## src/rtl/dnn_pkg.sv

```systemverilog
// Shared definitions for the DNN output stage: default widths, control
// state encoding and signed datapath types.
package dnn_pkg;

  localparam int HW_DEF = 21;  // hidden-activation width
  localparam int WW_DEF = 6;   // weight width
  localparam int AW_DEF = 29;  // accumulator / output width
  localparam int N_TAPS = 4;   // hidden units feeding each output

  typedef enum logic [1:0] {
    IDLE = 2'd0,
    MAC  = 2'd1,
    DONE = 2'd2
  } state_t;

  typedef logic signed [HW_DEF-1:0] act_t;
  typedef logic signed [WW_DEF-1:0] wgt_t;
  typedef logic signed [AW_DEF-1:0] acc_t;

endpackage

```

## src/rtl/dnn_mac.sv

```systemverilog
// Signed multiply-accumulate lane: one product per enabled cycle, exact
// arithmetic, synchronous clear. sum is the value acc takes on the next edge.
module dnn_mac
  import dnn_pkg::*;
#(
  parameter int HW = HW_DEF,
  parameter int WW = WW_DEF,
  parameter int AW = AW_DEF
) (
  input  logic                 clk,
  input  logic                 rst_n,
  input  logic                 clr,
  input  logic                 en,
  input  logic signed [HW-1:0] h,
  input  logic signed [WW-1:0] w,
  output logic signed [AW-1:0] sum
);

  localparam int PW = HW + WW;

  logic signed [PW-1:0] prod;
  logic signed [AW-1:0] prod_ext;
  logic signed [AW-1:0] acc;

  // Size casts of signed operands sign-extend, so the product is exact in PW bits.
  assign prod     = PW'(h) * PW'(w);
  assign prod_ext = AW'(prod);
  assign sum      = acc + prod_ext;

  // NOTE: sequential state uses non-blocking assignments only, so every
  // register samples the pre-edge values of its neighbours.
  always_ff @(posedge clk or negedge rst_n) begin
    if (!rst_n) begin
      acc <= '0;
    end else if (clr) begin
      acc <= '0;
    end else if (en) begin
      acc <= sum;
    end
  end

endmodule

```

## src/rtl/dnn_out_stage.sv

```systemverilog
// Output layer of a small DNN: captures four activations and two weight sets,
// accumulates both dot products over four cycles, then presents y8/y9 and argmax.
module dnn_out_stage
  import dnn_pkg::*;
#(
  parameter int HW = HW_DEF,
  parameter int WW = WW_DEF,
  parameter int AW = AW_DEF
) (
  input  logic                 clk,
  input  logic                 rst_n,
  input  logic signed [HW-1:0] h0,
  input  logic signed [HW-1:0] h1,
  input  logic signed [HW-1:0] h2,
  input  logic signed [HW-1:0] h3,
  input  logic signed [WW-1:0] w48,
  input  logic signed [WW-1:0] w58,
  input  logic signed [WW-1:0] w68,
  input  logic signed [WW-1:0] w78,
  input  logic signed [WW-1:0] w49,
  input  logic signed [WW-1:0] w59,
  input  logic signed [WW-1:0] w69,
  input  logic signed [WW-1:0] w79,
  input  logic                 stg_2_rdy,
  output logic                 in_rdy,
  output logic signed [AW-1:0] y8,
  output logic signed [AW-1:0] y9,
  output logic                 cls,
  output logic                 out_vld,
  input  logic                 out_rdy
);

  state_t               state;
  logic [1:0]           idx;
  logic signed [HW-1:0] h_reg  [N_TAPS];
  logic signed [WW-1:0] w8_reg [N_TAPS];
  logic signed [WW-1:0] w9_reg [N_TAPS];

  logic                 capture;
  logic                 mac_en;
  logic signed [AW-1:0] sum8;
  logic signed [AW-1:0] sum9;

  assign in_rdy  = (state == IDLE);
  assign capture = in_rdy && stg_2_rdy;
  assign mac_en  = (state == MAC);

  dnn_mac #(.HW(HW), .WW(WW), .AW(AW)) u_mac8 (
    .clk   (clk),
    .rst_n (rst_n),
    .clr   (capture),
    .en    (mac_en),
    .h     (h_reg[idx]),
    .w     (w8_reg[idx]),
    .sum   (sum8)
  );

  dnn_mac #(.HW(HW), .WW(WW), .AW(AW)) u_mac9 (
    .clk   (clk),
    .rst_n (rst_n),
    .clr   (capture),
    .en    (mac_en),
    .h     (h_reg[idx]),
    .w     (w9_reg[idx]),
    .sum   (sum9)
  );

  always_ff @(posedge clk or negedge rst_n) begin
    if (!rst_n) begin
      state   <= IDLE;
      idx     <= '0;
      y8      <= '0;
      y9      <= '0;
      cls     <= 1'b0;
      out_vld <= 1'b0;
      // NOTE: the capture registers are small and must read as zero after
      // reset, so they are reset explicitly rather than left as bare storage.
      for (int i = 0; i < N_TAPS; i++) begin
        h_reg[i]  <= '0;
        w8_reg[i] <= '0;
        w9_reg[i] <= '0;
      end
    end else begin
      case (state)
        IDLE: begin
          if (stg_2_rdy) begin
            h_reg[0]  <= h0;
            h_reg[1]  <= h1;
            h_reg[2]  <= h2;
            h_reg[3]  <= h3;
            w8_reg[0] <= w48;
            w8_reg[1] <= w58;
            w8_reg[2] <= w68;
            w8_reg[3] <= w78;
            w9_reg[0] <= w49;
            w9_reg[1] <= w59;
            w9_reg[2] <= w69;
            w9_reg[3] <= w79;
            idx       <= '0;
            state     <= MAC;
          end
        end
        MAC: begin
          idx <= idx + 2'd1;
          // Last tap: results load from the sums that include the final product.
          if (idx == 2'd3) begin
            y8      <= sum8;
            y9      <= sum9;
            cls     <= (sum9 > sum8);
            out_vld <= 1'b1;
            state   <= DONE;
          end
        end
        DONE: begin
          if (out_rdy) begin
            out_vld <= 1'b0;
            state   <= IDLE;
          end
        end
        default: begin
          out_vld <= 1'b0;
          state   <= IDLE;
        end
      endcase
    end
  end

endmodule
```

## config.mk

```make
export PLATFORM = sky130hd
export DESIGN_NAME = dnn_out_stage
export DESIGN_NICKNAME = d
export VERILOG_FILES = /design/src/rtl/dnn_pkg.sv /design/src/rtl/dnn_mac.sv /design/src/rtl/dnn_out_stage.sv
export SDC_FILE = /design/constraint.sdc
export NUM_CORES = 1
export LEC_CHECK = 0
export ABC_AREA = 1
export CORE_MARGIN = 8
export CORE_UTILIZATION = 60
export DETAILED_ROUTE_END_ITERATION = 8
export GPL_TIMING_DRIVEN = 0
export PLACE_DENSITY = 0.88
export SLEW_MARGIN = 25
export SYNTH_ARGS = -nofsm -noshare
export SYNTH_HDL_FRONTEND = slang
export SYNTH_HIERARCHICAL = 1
export SYNTH_SLANG_ARGS = --single-unit
```

## constraint.sdc

```tcl
create_clock -name clk -period 8.4 [get_ports clk]
set_clock_uncertainty 0.15 [all_clocks]
set_input_delay 1.68 -clock clk [delete_from_list [all_inputs] [get_ports clk]]
set_output_delay 1.68 -clock clk [all_outputs]
set_load 0.02 [all_outputs]
```

# Word-level counts from Yosys, hierarchy flattened
# Index checks and enable logic that the tools add are counted.
# W data, S select, Z words.
dict set report word_totals {
  ff_bits 254
  input_bits 136
  out_inout_bits 61
  elab_cells 66
}
dict set report classes {
  add_sub_neg 3
  n_mul 2
  n_lt_le_gt_ge 2
  eq_ne 6
  n_mux 22
  bitwise_logic 2
  reduce_logical 9
}
# op count
set ops {}
lappend ops {{$mux W29} 4}
lappend ops {{$add A29 B27 Y29} 2}
lappend ops {{$mul A21 B6 Y27} 2}
lappend ops {{$bmux W21 S2} 1}
lappend ops {{$mux W21} 2}
lappend ops {{$gt A29 B29 Y1} 1}
lappend ops {{$bmux W6 S2} 2}
lappend ops {{$mux W6} 4}
lappend ops {{$mux W2} 4}
lappend ops {{$pmux W2 S3} 1}
lappend ops {{$reduce_and A2 Y1} 3}
lappend ops {{$reduce_and A3 Y1} 2}
lappend ops {{$eq A2 B2 Y1 const B} 2}
lappend ops {{$ne A2 B2 Y1 const B} 2}
lappend ops {{$pmux W2 S2} 1}
lappend ops {{$reduce_bool A2 Y1} 2}
lappend ops {{$ge A3 B3 Y1 const B} 1}
lappend ops {{$not A2 Y3} 1}
lappend ops {{$pmux W1 S3} 1}
lappend ops {{$add A2 B1 Y2 const B} 1}
lappend ops {{$eq A2 B1 Y1 const B} 1}
lappend ops {{$logic_not A2 Y1} 1}
lappend ops {{$mux W1} 2}
lappend ops {{$ne A2 B1 Y1 const B} 1}
lappend ops {{2 further kinds} 2}

# Depth between registers and ports, before layout
# Gate-level depths: netlist of run 1.
dict set report depth {
  word_depth 8
  ltp_mapped 41
  ltp_nobuf 37
}

# By module
# The synthesis of run 1 kept the hierarchy.
# mod instances cells_per_inst area_per_inst_um2 seq_area_each_um2
set by_module_without_submodules {}
lappend by_module_without_submodules {dnn_out_stage 1 1136 9080.0 4904.7}
lappend by_module_without_submodules {{dnn_mac at u_mac9} 1 1075 7355.8 725.7}
lappend by_module_without_submodules {{dnn_mac at u_mac8} 1 1076 7343.3 725.7}

# Worst setup path after synthesis of run 1
# Ideal clock, no wire load.
dict set report synth_path {
  path_kind {reg-to-reg}
  start {register idx[0]}
  end {register cls}
  t_arrival_ns 6.134
  t_required_ns 8.133
  slack_ns 1.999
  stages_incl_launch_ff 35
  synth_period_minus_slack_ns 6.401
  path_cell_list {dfrtp_1 buf_2 inv_1 buf_2 buf_2 nor2_1 o22ai_1 clkbuf_1 nand2_1 fa_1 inv_1 fa_1 inv_1 fa_1 fa_1 inv_1 ha_1 nand2_1 nor2_1 inv_1 nor3_1 nand2_1 nand3_1 and2_1 inv_1 ha_1 nand2_1 nor2_1 nand4_1 nor2_1 nand4_1 nand2_1 clkinv_1 nand3_1 nand2_1}
}
dict set report synth_between {
  elab_chain_len 7
  word_cells_on_any_way 17
  cone_classes {add/sub (2); mul (2); order compare (1); eq/ne (1); mux (9); bitwise (1); reduce/logical (1)}
}
# item line
set synth_lines {}
lappend synth_lines {{start, declared} dnn_out_stage.sv:34} ;# logic [1:0] idx;
lappend synth_lines {{start signal, assigned} dnn_out_stage.sv:104} ;# idx <= idx + 2'd1;
lappend synth_lines {{$not A2 Y3 (implied by the code) (*)} {dnn_out_stage.sv:53, dnn_out_stage.sv:54}}
lappend synth_lines {{$bmux W21 S2 or $bmux W6 S2 (tied branches)} {dnn_out_stage.sv:53, dnn_out_stage.sv:54}}
lappend synth_lines {{$mux W21 (implied by the code) or $mux W6 (tied branches) (2 in a row)} {dnn_out_stage.sv:53, dnn_out_stage.sv:54}}
lappend synth_lines {{$mul A21 B6 Y27 (*)} dnn_mac.sv:26} ;# assign prod = PW'(h) * PW'(w);
lappend synth_lines {{$add A29 B27 Y29 (*)} dnn_mac.sv:28} ;# assign sum = acc + prod_ext;
lappend synth_lines {{named net sum8[28]} dnn_out_stage.sv:41} ;# logic signed [AW-1:0] sum8;
lappend synth_lines {{$gt A29 B29 Y1 (*)} dnn_out_stage.sv:109} ;# cls <= (sum9 > sum8);
lappend synth_lines {{end signal, assigned} dnn_out_stage.sv:109}
lappend synth_lines {{end, declared} dnn_out_stage.sv:28} ;# output logic cls,
# The timed path passes the listed nets; every way through them passes the cells marked *. The select of a mux whose other input is x is not followed.
# A chain may end at the register's enable or synchronous reset.

# Final worst setup path of run 1
dict set report layout_path {
  start {register idx[0]}
  end {register cls}
}
dict set report layout_between {
  elab_chain_len 7
  word_cells_on_any_way 17
  cone_classes {add/sub (2); mul (2); order compare (1); eq/ne (1); mux (9); bitwise (1); reduce/logical (1)}
}
# item line
set layout_lines {}
lappend layout_lines {{$not A2 Y3 (implied by the code) (*)} {dnn_out_stage.sv:63, dnn_out_stage.sv:64}}
lappend layout_lines {{$bmux W21 S2 or $bmux W6 S2 (tied branches)} {dnn_out_stage.sv:63, dnn_out_stage.sv:64}}
lappend layout_lines {{$mux W21 (implied by the code) or $mux W6 (tied branches) (2 in a row)} {dnn_out_stage.sv:63, dnn_out_stage.sv:64}}
lappend layout_lines {{$mul A21 B6 Y27 (*)} dnn_mac.sv:26}
lappend layout_lines {{$add A29 B27 Y29 (*)} dnn_mac.sv:28}
lappend layout_lines {{named net sum9[28]} dnn_out_stage.sv:42} ;# logic signed [AW-1:0] sum9;
lappend layout_lines {{$gt A29 B29 Y1 (*)} dnn_out_stage.sv:109}
# Marks and branches as above.

==> results of run 1 <==
## routing by layer
| metal | vias up | global-route usage, % | share of wire [%] |
|---|---|---|---|
| met3 | 216 | 6.71 | 10 |
| met5 | - | 0 | 0 |
| met4 | 0 | 13.8 | 5.3 |
| met1 | 10099 | 38.2 | 40 |
| li1 | 10098 | - | - |
| met2 | 1150 | 48.0 | 45 |
## worst paths after layout
| kind | start | endpoint | slack (ps) |
|---|---|---|---|
| max | idx[0] | cls | 560 |
| min | y9[12] | y9[12] | 320 |
| max reg2reg | idx[0] | cls | 560 |
| min reg2reg | y9[12] | y9[12] | 320 |
| max in group asynchronous | rst_n | w8_reg[3] | 5900 |
| min in group asynchronous | rst_n | y9[19] | 740 |
## through the flow
stage | utilization (%) | worst slack, ps | setup TNS [ps] | instances
floorplan | - | 2000 | 0 | 3287
global placement | 66.9 | -5370 | -1348510 | 4008
detailed placement | 67.6 | 539 | 0 | 4015
CTS | 70.1 | 404 | 0 | 4067
global route | 70.2 | 120 | 0 | 4067
finish | 70.2 | 561 | 0 | 4068
## layout by cell type (no fill, tap or decap), types with 17 or more instances in the layout
cell / instances
sky130_fd_sc_hd__nand2_1: 1249
sky130_fd_sc_hd__clkdlybuf4s50_1: 195
sky130_fd_sc_hd__clkbuf_1: 52
sky130_fd_sc_hd__xor2_1: 17
sky130_fd_sc_hd__o21ai_1: 29
sky130_fd_sc_hd__clkbuf_16: 29
sky130_fd_sc_hd__a21oi_1: 28
sky130_fd_sc_hd__ha_1: 156
sky130_fd_sc_hd__and2_1: 25
sky130_fd_sc_hd__inv_1: 740
sky130_fd_sc_hd__nand4_1: 18
sky130_fd_sc_hd__dfrtp_1: 254
sky130_fd_sc_hd__nor2_1: 176
sky130_fd_sc_hd__buf_2: 31
sky130_fd_sc_hd__o21ai_0: 81
sky130_fd_sc_hd__nand3_1: 73
sky130_fd_sc_hd__fa_1: 228
sky130_fd_sc_hd__o22ai_2: 21
## cells by family (layout without fill, tap and decap cells)
group / after synthesis / after routing / share of synthesized area, %
adder cells (fa/ha/maj): 384 / 384 / 27.4
flip-flops: 254 / 254 / 26.7
other: 0 / 1 / 0
AO/OA/AOI/OAI: 187 / 187 / 4.33
XOR/XNOR: 33 / 33 / 1.28
buffers and inverters: 844 / 1099 / 13.8
AND/OR/NAND/NOR: 1585 / 1585 / 26.5
## what timing repair did
item | CTS | global route
setup endpoints to repair | 0 | 1
endpoints found under the hold margin | 0 | 0
resized for setup | 0 | 7
## tightest hold or removal path, stage by stage (launching register included)
cell	delay, ps
sky130_fd_sc_hd__dfrtp_1	340
sky130_fd_sc_hd__nand2_1	50
sky130_fd_sc_hd__nand2_1	40
## cell type report
class / instances / area share, %
Multi-Input combinational cell: 2189 / 51.6
Sequential cell: 254 / 23.0
Inverter: 747 / 10.1
Timing Repair Buffer: 203 / 7.56
Clock buffer: 37 / 2.95
Tap cell: 525 / 2.37
Buffer: 97 / 1.70
Clock inverter: 15 / 0.741
Antenna cell: 1 / 0.00904
==> results.md, run 1 <==
Clocking:
- In this run the number of H-tree levels came out at 1.
- For this design, the sink count on the clock tree is 254.
- The post-CTS clock slew at the launch and capture registers of the worst setup and hold paths is 60 ps.
- The tree is rooted in a sky130_fd_sc_hd__clkbuf_16.
- Counting the buffers created by CTS gives 29.
- The TritonCTS clock tree is built.
- Buffers added to address setup during post-CTS repair amount to 0.
- The clock insertion delay at the later pin of the skew report is 600 ps.
- After clock tree synthesis, the flow added hold-fix buffers numbering 0.
- In this run the deepest clock path goes through 3 buffers.

Route:
- The routed design has 69,200 um of wire.
- Before antenna repair, the detailed router went through 6 iterations.
- The detailed-route DRC error count is 0.
- The via count of the routed design is 21,563.
- After the first detailed-routing iteration, the DRC count stood at 2,055.
- After detailed routing, the number of vias per cell comes to 5.30.
- The post-detailed-route count of antenna-violating nets is 0.
- The routed length per placed instance is 17.0 um.

Worst setup path:
- The category of cells accounting for the largest share of critical-path delay is adder cells.
- The required arrival time at the worst endpoint is 8700 ps.
- The worst setup path is launched from a flip-flop.
- Counting cells, the worst reg-to-reg path comes to 33.
- Together, buffers and inverters on the worst path number 8.
- STA classifies the critical path endpoint as a flip-flop.
- In this run the number of cells on the critical path is 33.
- STA puts the critical path data arrival time at 8140 ps.
- Along the worst path, the maximum fanout reaches 10.
- The highest-delay cell along the critical path is sky130_fd_sc_hd__fa_1.
- In this design, the critical path's most frequently occurring cell is sky130_fd_sc_hd__nand2_1.
- The critical path start-end classification is reg -> reg.
- On the worst path, the slowest cell contributes a delay of 570 ps.

Floorplan:
- In this run the vertical extent of the chip is 215 um.
- The horizontal die dimension is 215 um.
- The number of rows created at floorplan is 73.
- The starting density of the core is 60.3%.
- In this run the standard cell core region covers 39,500 um^2.
- The die covers 46,300 um^2.
- During I/O placement, the number of pins put on the boundary was 197.

Timing:
- The number of endpoints with negative hold slack in the final report is 0.
- Setup repair after global routing left no endpoint under its margin.
- For the finished layout, the period the worst path requires is 7840 ps.
- The pin slew with the least headroom to its limit is 1000 ps.
- The max-slew violation count came to 0.
- The worst slew margin relative to its limit is 33.1%.
- For this run, the top clock speed supported by timing is 0.128 GHz.
- The worst path uses 93.3% of the clock period.
- Setup violations remaining at the end of the flow were counted as 0.
- The tightest hold path in the finished design has a slack of 321 ps.

Final layout:
- The sequential cell area is 6360 um^2.
- The area growth from synthesis to layout is 16.4%.
- In the final design database the tool counted 4,041 nets.
- The multi-input combinational cells in the finished layout cover a total of 14,300 um^2.
- The share of post-route cells with drive strength above 1 is 4.69%.
- The number of fill cells is 3,116.
- The design area is 27,700 um^2.
- The register with the most flip-flops in the layout has 84 of them.

Global route:
- The first global-routing pass estimated 111,000 um of wire.
- The total overflow left after global routing is 0.
- The via count of the first global-routing pass was 21,942.
- The initial antenna violation count is 0.
- Across every metal layer, demand over resource in global routing totals 29.8%.
- Entering global routing, the biggest net connects 91 pins.

Placed design:
- The cell area after placement is 26,700 um^2.
- The count of buffers inserted at the top-level ports is 196.
- The wire-length estimate of the detail-placed layout is 55,200 um.
- Routability-driven placement finished with a final weighted congestion of 1.00.

Synthesis:
- The synthesized netlist contains 39 unique library cells.
- The synthesized design spends more area on one cell type than any other, namely sky130_fd_sc_hd__dfrtp_1.
- The share of flip-flops with an asynchronous set or reset is 100%.
- During synthesis, Yosys emitted a total of 6 warnings.
- The count of state elements after synthesis is 254.
- The cell with the most instances after synthesis is sky130_fd_sc_hd__nand2_1.
- When the netlist entered floorplanning its net count stood at 3,807.
- The top flip-flop cell by instance count after synthesis is sky130_fd_sc_hd__dfrtp_1.
- The synthesized design contains 0 enable-type register cells.
- The area share of the largest cell type after synthesis is 26.7%.
- The number of instances in the synthesized netlist is 3,287.
- The area of the mapped netlist is 23,800 um^2.
- The commonest cells after synthesis are sky130_fd_sc_hd__nand2_1, sky130_fd_sc_hd__inv_1, sky130_fd_sc_hd__dfrtp_1.
- The fraction of the yosys area taken by sequential cells is 26.7%.
- The mean instance size in the synthesized netlist is 7.23 um^2.
- By area the synthesized netlist is led by sky130_fd_sc_hd__dfrtp_1, sky130_fd_sc_hd__nand2_1, sky130_fd_sc_hd__fa_1, sky130_fd_sc_hd__inv_1, sky130_fd_sc_hd__ha_1.

Run:
- The tool flagged a number of max-cap violations equal to 0.

Min path:
- The worst hold path was traced through 2 stages.
- The min-delay analysis places its worst path in the category reg -> reg.

Outcome:
- The run finished with clean final reports.
Power of run 1 is left out: the tool's default activity adds up to more than one toggle a clock period on the data nets, which glitch-free logic cannot reach.
==> run 2, diff against run 1 <==
Settings changed: CORE_UTILIZATION 60 to 61, CTS_BUF_LIST from default to sky130_fd_sc_hd__clkbuf_4, PLACE_DENSITY 0.88 to 0.92, SYNTH_HIERARCHICAL 1 to default.
==> run 2 against run 1 <==
  * Via count rose by 0.39%
  * Synthesized cell count fell by 9.4%
  * Worst setup slack improved by 420 ps
  * Clock-buffer cell count rose by 56
  * First-iteration DRC count rose by 3.4%
  * Fmax rose by 5.6%
  * Largest cell class unchanged
==> results.md, run 2 <==
Synthesis:
- After Yosys synthesis, and, or, nand and nor cells account for 25.9% of the synthesized area.
- The mean instance size in the synthesized netlist is 7.84 um^2.
- The share of flip-flops with an asynchronous set or reset is 100%.
- The area share of fa/ha/maj cells after synthesis is 27.9%.
- The fraction of synthesized cell area in xor and xnor cells is 1.36%.
- Synthesis handed over a netlist of 2,977 instances.
- The cell with the most instances after synthesis is sky130_fd_sc_hd__nand2_1.
- The count of distinct cell types in the synthesized netlist is 45.
- Sequential elements use 27.2% of the synthesized area.
- The number of flops mapped to enable cells by yosys is 0.
- The mux cell area share after synthesis is 0%.
- After synthesis, the largest family of logic cells by area is adder cells.
- Synthesis produced a netlist with a net count of 3,497.
- The top flip-flop cell by instance count after synthesis is sky130_fd_sc_hd__dfrtp_1.
- The largest area contributor in the netlist is sky130_fd_sc_hd__dfrtp_1.
- The count of yosys warnings during synthesis is 0.
- The synthesized netlist devotes 6.92% of its cell area to compound gates.
- After synthesis, the most frequently instantiated cells are sky130_fd_sc_hd__nand2_1, sky130_fd_sc_hd__inv_1, sky130_fd_sc_hd__dfrtp_1.
- After synthesis, the cell types taking the most area are sky130_fd_sc_hd__dfrtp_1, sky130_fd_sc_hd__fa_1, sky130_fd_sc_hd__nand2_1, sky130_fd_sc_hd__ha_1, sky130_fd_sc_hd__inv_1.
- The synthesized design devotes to its leading area cell type 27.2% of total area.
- The synthesized design contains 254 register bits.
- The area of the mapped netlist is 23,300 um^2.

Min path:
- The worst hold path belongs to the class reg -> reg.
- The worst hold path was traced through 2 stages.

Route:
- Summed over all layers, the routed wires come to 76,500 um.
- Dividing the detail-routed wire length by the instance count gives 20.0 um.
- In the routed design, unresolved DRC markers number 0.
- After detailed routing, the number of vias per cell comes to 5.67.
- The detailed router finished its first iteration with 2,124 violations.
- Summing over every cut layer, the via total after detailed routing is 21,647.
- Before antenna repair, the detailed router went through 6 iterations.
- The count of nets left with antenna violations once routing finished came out at 0.

Global route:
- The pin count of the biggest net entering global routing is 93.
- The first global-routing pass estimated 120,000 um of wire.
- The via count of the first global-routing pass is 22,643.
- The initial antenna violation count is 3.
- Global routing consumed, over all layers together, 34.9% of the routing resources.
- Summed over all layers, the global routing overflow is 0.

Worst setup path:
- The critical path runs through a total of 32 cells.
- Setup slack on the worst reg-to-reg path comes out at 980 ps.
- The required arrival time at the worst endpoint is 8970 ps.
- The critical path start-end classification is reg -> reg.
- The slowest stage of the critical path is the sky130_fd_sc_hd__a32oi_2 cell.
- Measured in cells, the most critical reg-to-reg path has a length of 32.
- The kind of end point of the critical path is a flip-flop.
- Of all nets on the critical path, the largest fanout is 10.
- The capture instance of the worst register-to-register path is cls.
- In this run the worst setup path begins at idx[1].
- The worst setup path is launched from a flip-flop.
- The reg-to-reg startpoint is idx[1].
- The number of buffers and inverters on the critical path is 7.
- The signal arrival time at the worst endpoint is 7990 ps.
- Grouping stages by cell kind, the critical path spends the most delay in adder cells.
- The largest incremental delay on the critical path is 700 ps.
- The most critical setup path has its endpoint at cls.
- The most prevalent standard cell on the critical path is sky130_fd_sc_hd__nand2_1.

Timing:
- The max-slew violation count is 0.
- The number of endpoints with negative hold slack in the final report is 0.
- The worst path in the final design needs a cycle of 7420 ps, including I/O delays and setup.
- At the pin with the least slew margin, the transition time is 905 ps.
- The highest clock rate is 0.135 GHz.
- After layout, the worst path uses 88.4% of the clock period.
- The worst pin sits at a relative slew slack of 39.7%.
- The number of setup violations in the final report is 0.
- Setup repair after global routing left no endpoint under its margin.

Clocking:
- The number of buffers on the longest clock path is 3.
- The H-tree depth is 3.
- The setup fix buffers added after clock tree synthesis is 0.
- The clock net in this run drives a total of 254 sinks.
- After clock tree synthesis, the repair step resized 0 gates.
- The tree is rooted in a sky130_fd_sc_hd__clkbuf_4.
- The clock insertion delay at the later pin of the skew report is 820 ps.
- The post-CTS clock slew at the launch and capture registers of the worst setup and hold paths is 70 ps.
- The quantity of hold-fixing buffers added after cts is 0.
- The TritonCTS clock tree is built.
- The total clock buffers created by CTS is 73.

Floorplan:
- The number of rows created at floorplan is 71.
- For this configuration, the core starts out at a cell density of 61.9%.
- The total die area is 44,800 um^2.
- The number of top-level pins is 197.
- The die height is 212 um.
- The floorplan step defined a core boundary enclosing 37,700 um^2.
- The floorplan step set the die width to 212 um.

Final layout:
- Cells with a size suffix above 1 make up 9.12% of the layout.
- The layout overhead on the synthesized area is 15.1%.
- The sequential cell area is 6360 um^2.
- Once layout is complete, the utilization of the core stands at 71.3%.
- The footprint of the multi-input gates is 14,500 um^2.
- The library cell used most frequently in the layout, excluding fill and tap cells, is sky130_fd_sc_hd__nand2_1.
- Leaving out fill and tap cells, the most frequent cells in the layout are sky130_fd_sc_hd__nand2_1, sky130_fd_sc_hd__inv_1, sky130_fd_sc_hd__dfrtp_1.
- The layout net count is 3,770.
- The flip-flop count of the largest register after layout is 84.
- The filler cells instantiated in the layout total 2,993.

Outcome:
- The run finished with clean final reports.

Placed design:
- At the end of routability-driven placement, the weighted congestion stood at 1.01.
- The sum of net half-perimeters after detailed placement is 62,000 um.
- In this run the tool buffered the top-level ports with 196 buffer cells.

Run:
- Across the run, the number of max-cap violations was 0.
==> run 2: kinds of logic (layout without fill, tap and decap cells) <==
group                      after synthesis  count (layout)
adders and majority gates              384             384
buffers and inverters                  599             923
AOI/OAI and AO/OA                      211             211
and+or+nand+nor                       1497            1497
DFF                                    254             254
xor gates and xnor gates                32              32
other                                    0               5
==> run 2: routing by layer <==
| metal | wire length [um] | track usage (%) |
|---|---|---|
| met5 | 0 | 0 |
| met2 | 35100 | 55.8 |
| met4 | 4620 | 20.5 |
| met3 | 8340 | 8.49 |
| met1 | 28400 | 42.9 |
==> run 2: tightest hold or removal path, cell delays in order, from the launching register on <==
cell and delay, ps:
sky130_fd_sc_hd__dfrtp_1 340, sky130_fd_sc_hd__nand2_1 50, sky130_fd_sc_hd__nand2_1 50
==> run 2: layout make-up <==
type / instances / share of cell area, %
clock inverters: 33 / 0.587
flip-flops and latches: 254 / 23.7
well taps: 511 / 2.38
diodes: 5 / 0.0466
repair buffers: 198 / 7.53
multi-input cells: 2124 / 54.0
plain buffers: 91 / 2.07
clock buffers: 93 / 2.60
inverters: 508 / 7.14
==> run 2: per-stage QoR <==
step           cells  worst slack, ps  cell area [um^2]  hold WS [ps]  setup TNS (ps)
6_report        3817              977             26900           326               0
3_3_place_gp    3684            -5230             25900           312        -1319970
3_5_place_dp    3686             1180             26000           315               0
2_1_floorplan   2977             2420             23300           299               0
4_1_cts         3812             1130             26800           331               0
5_1_grt         3817              681             26900           339               0
==> run 2: how the worst min path moves through the flow <==
stage,from,to,slack [ps]
2_1_floorplan,h_reg[0],h_reg[0],300
3_3_place_gp,y9[15],y9[15],310
3_5_place_dp,y9[17],y9[17],310
4_1_cts,y9[17],y9[17],330
5_1_grt,y9[24],y9[24],340
6_report,y9[24],y9[24],330
Power of run 2 is left out for the same reason.
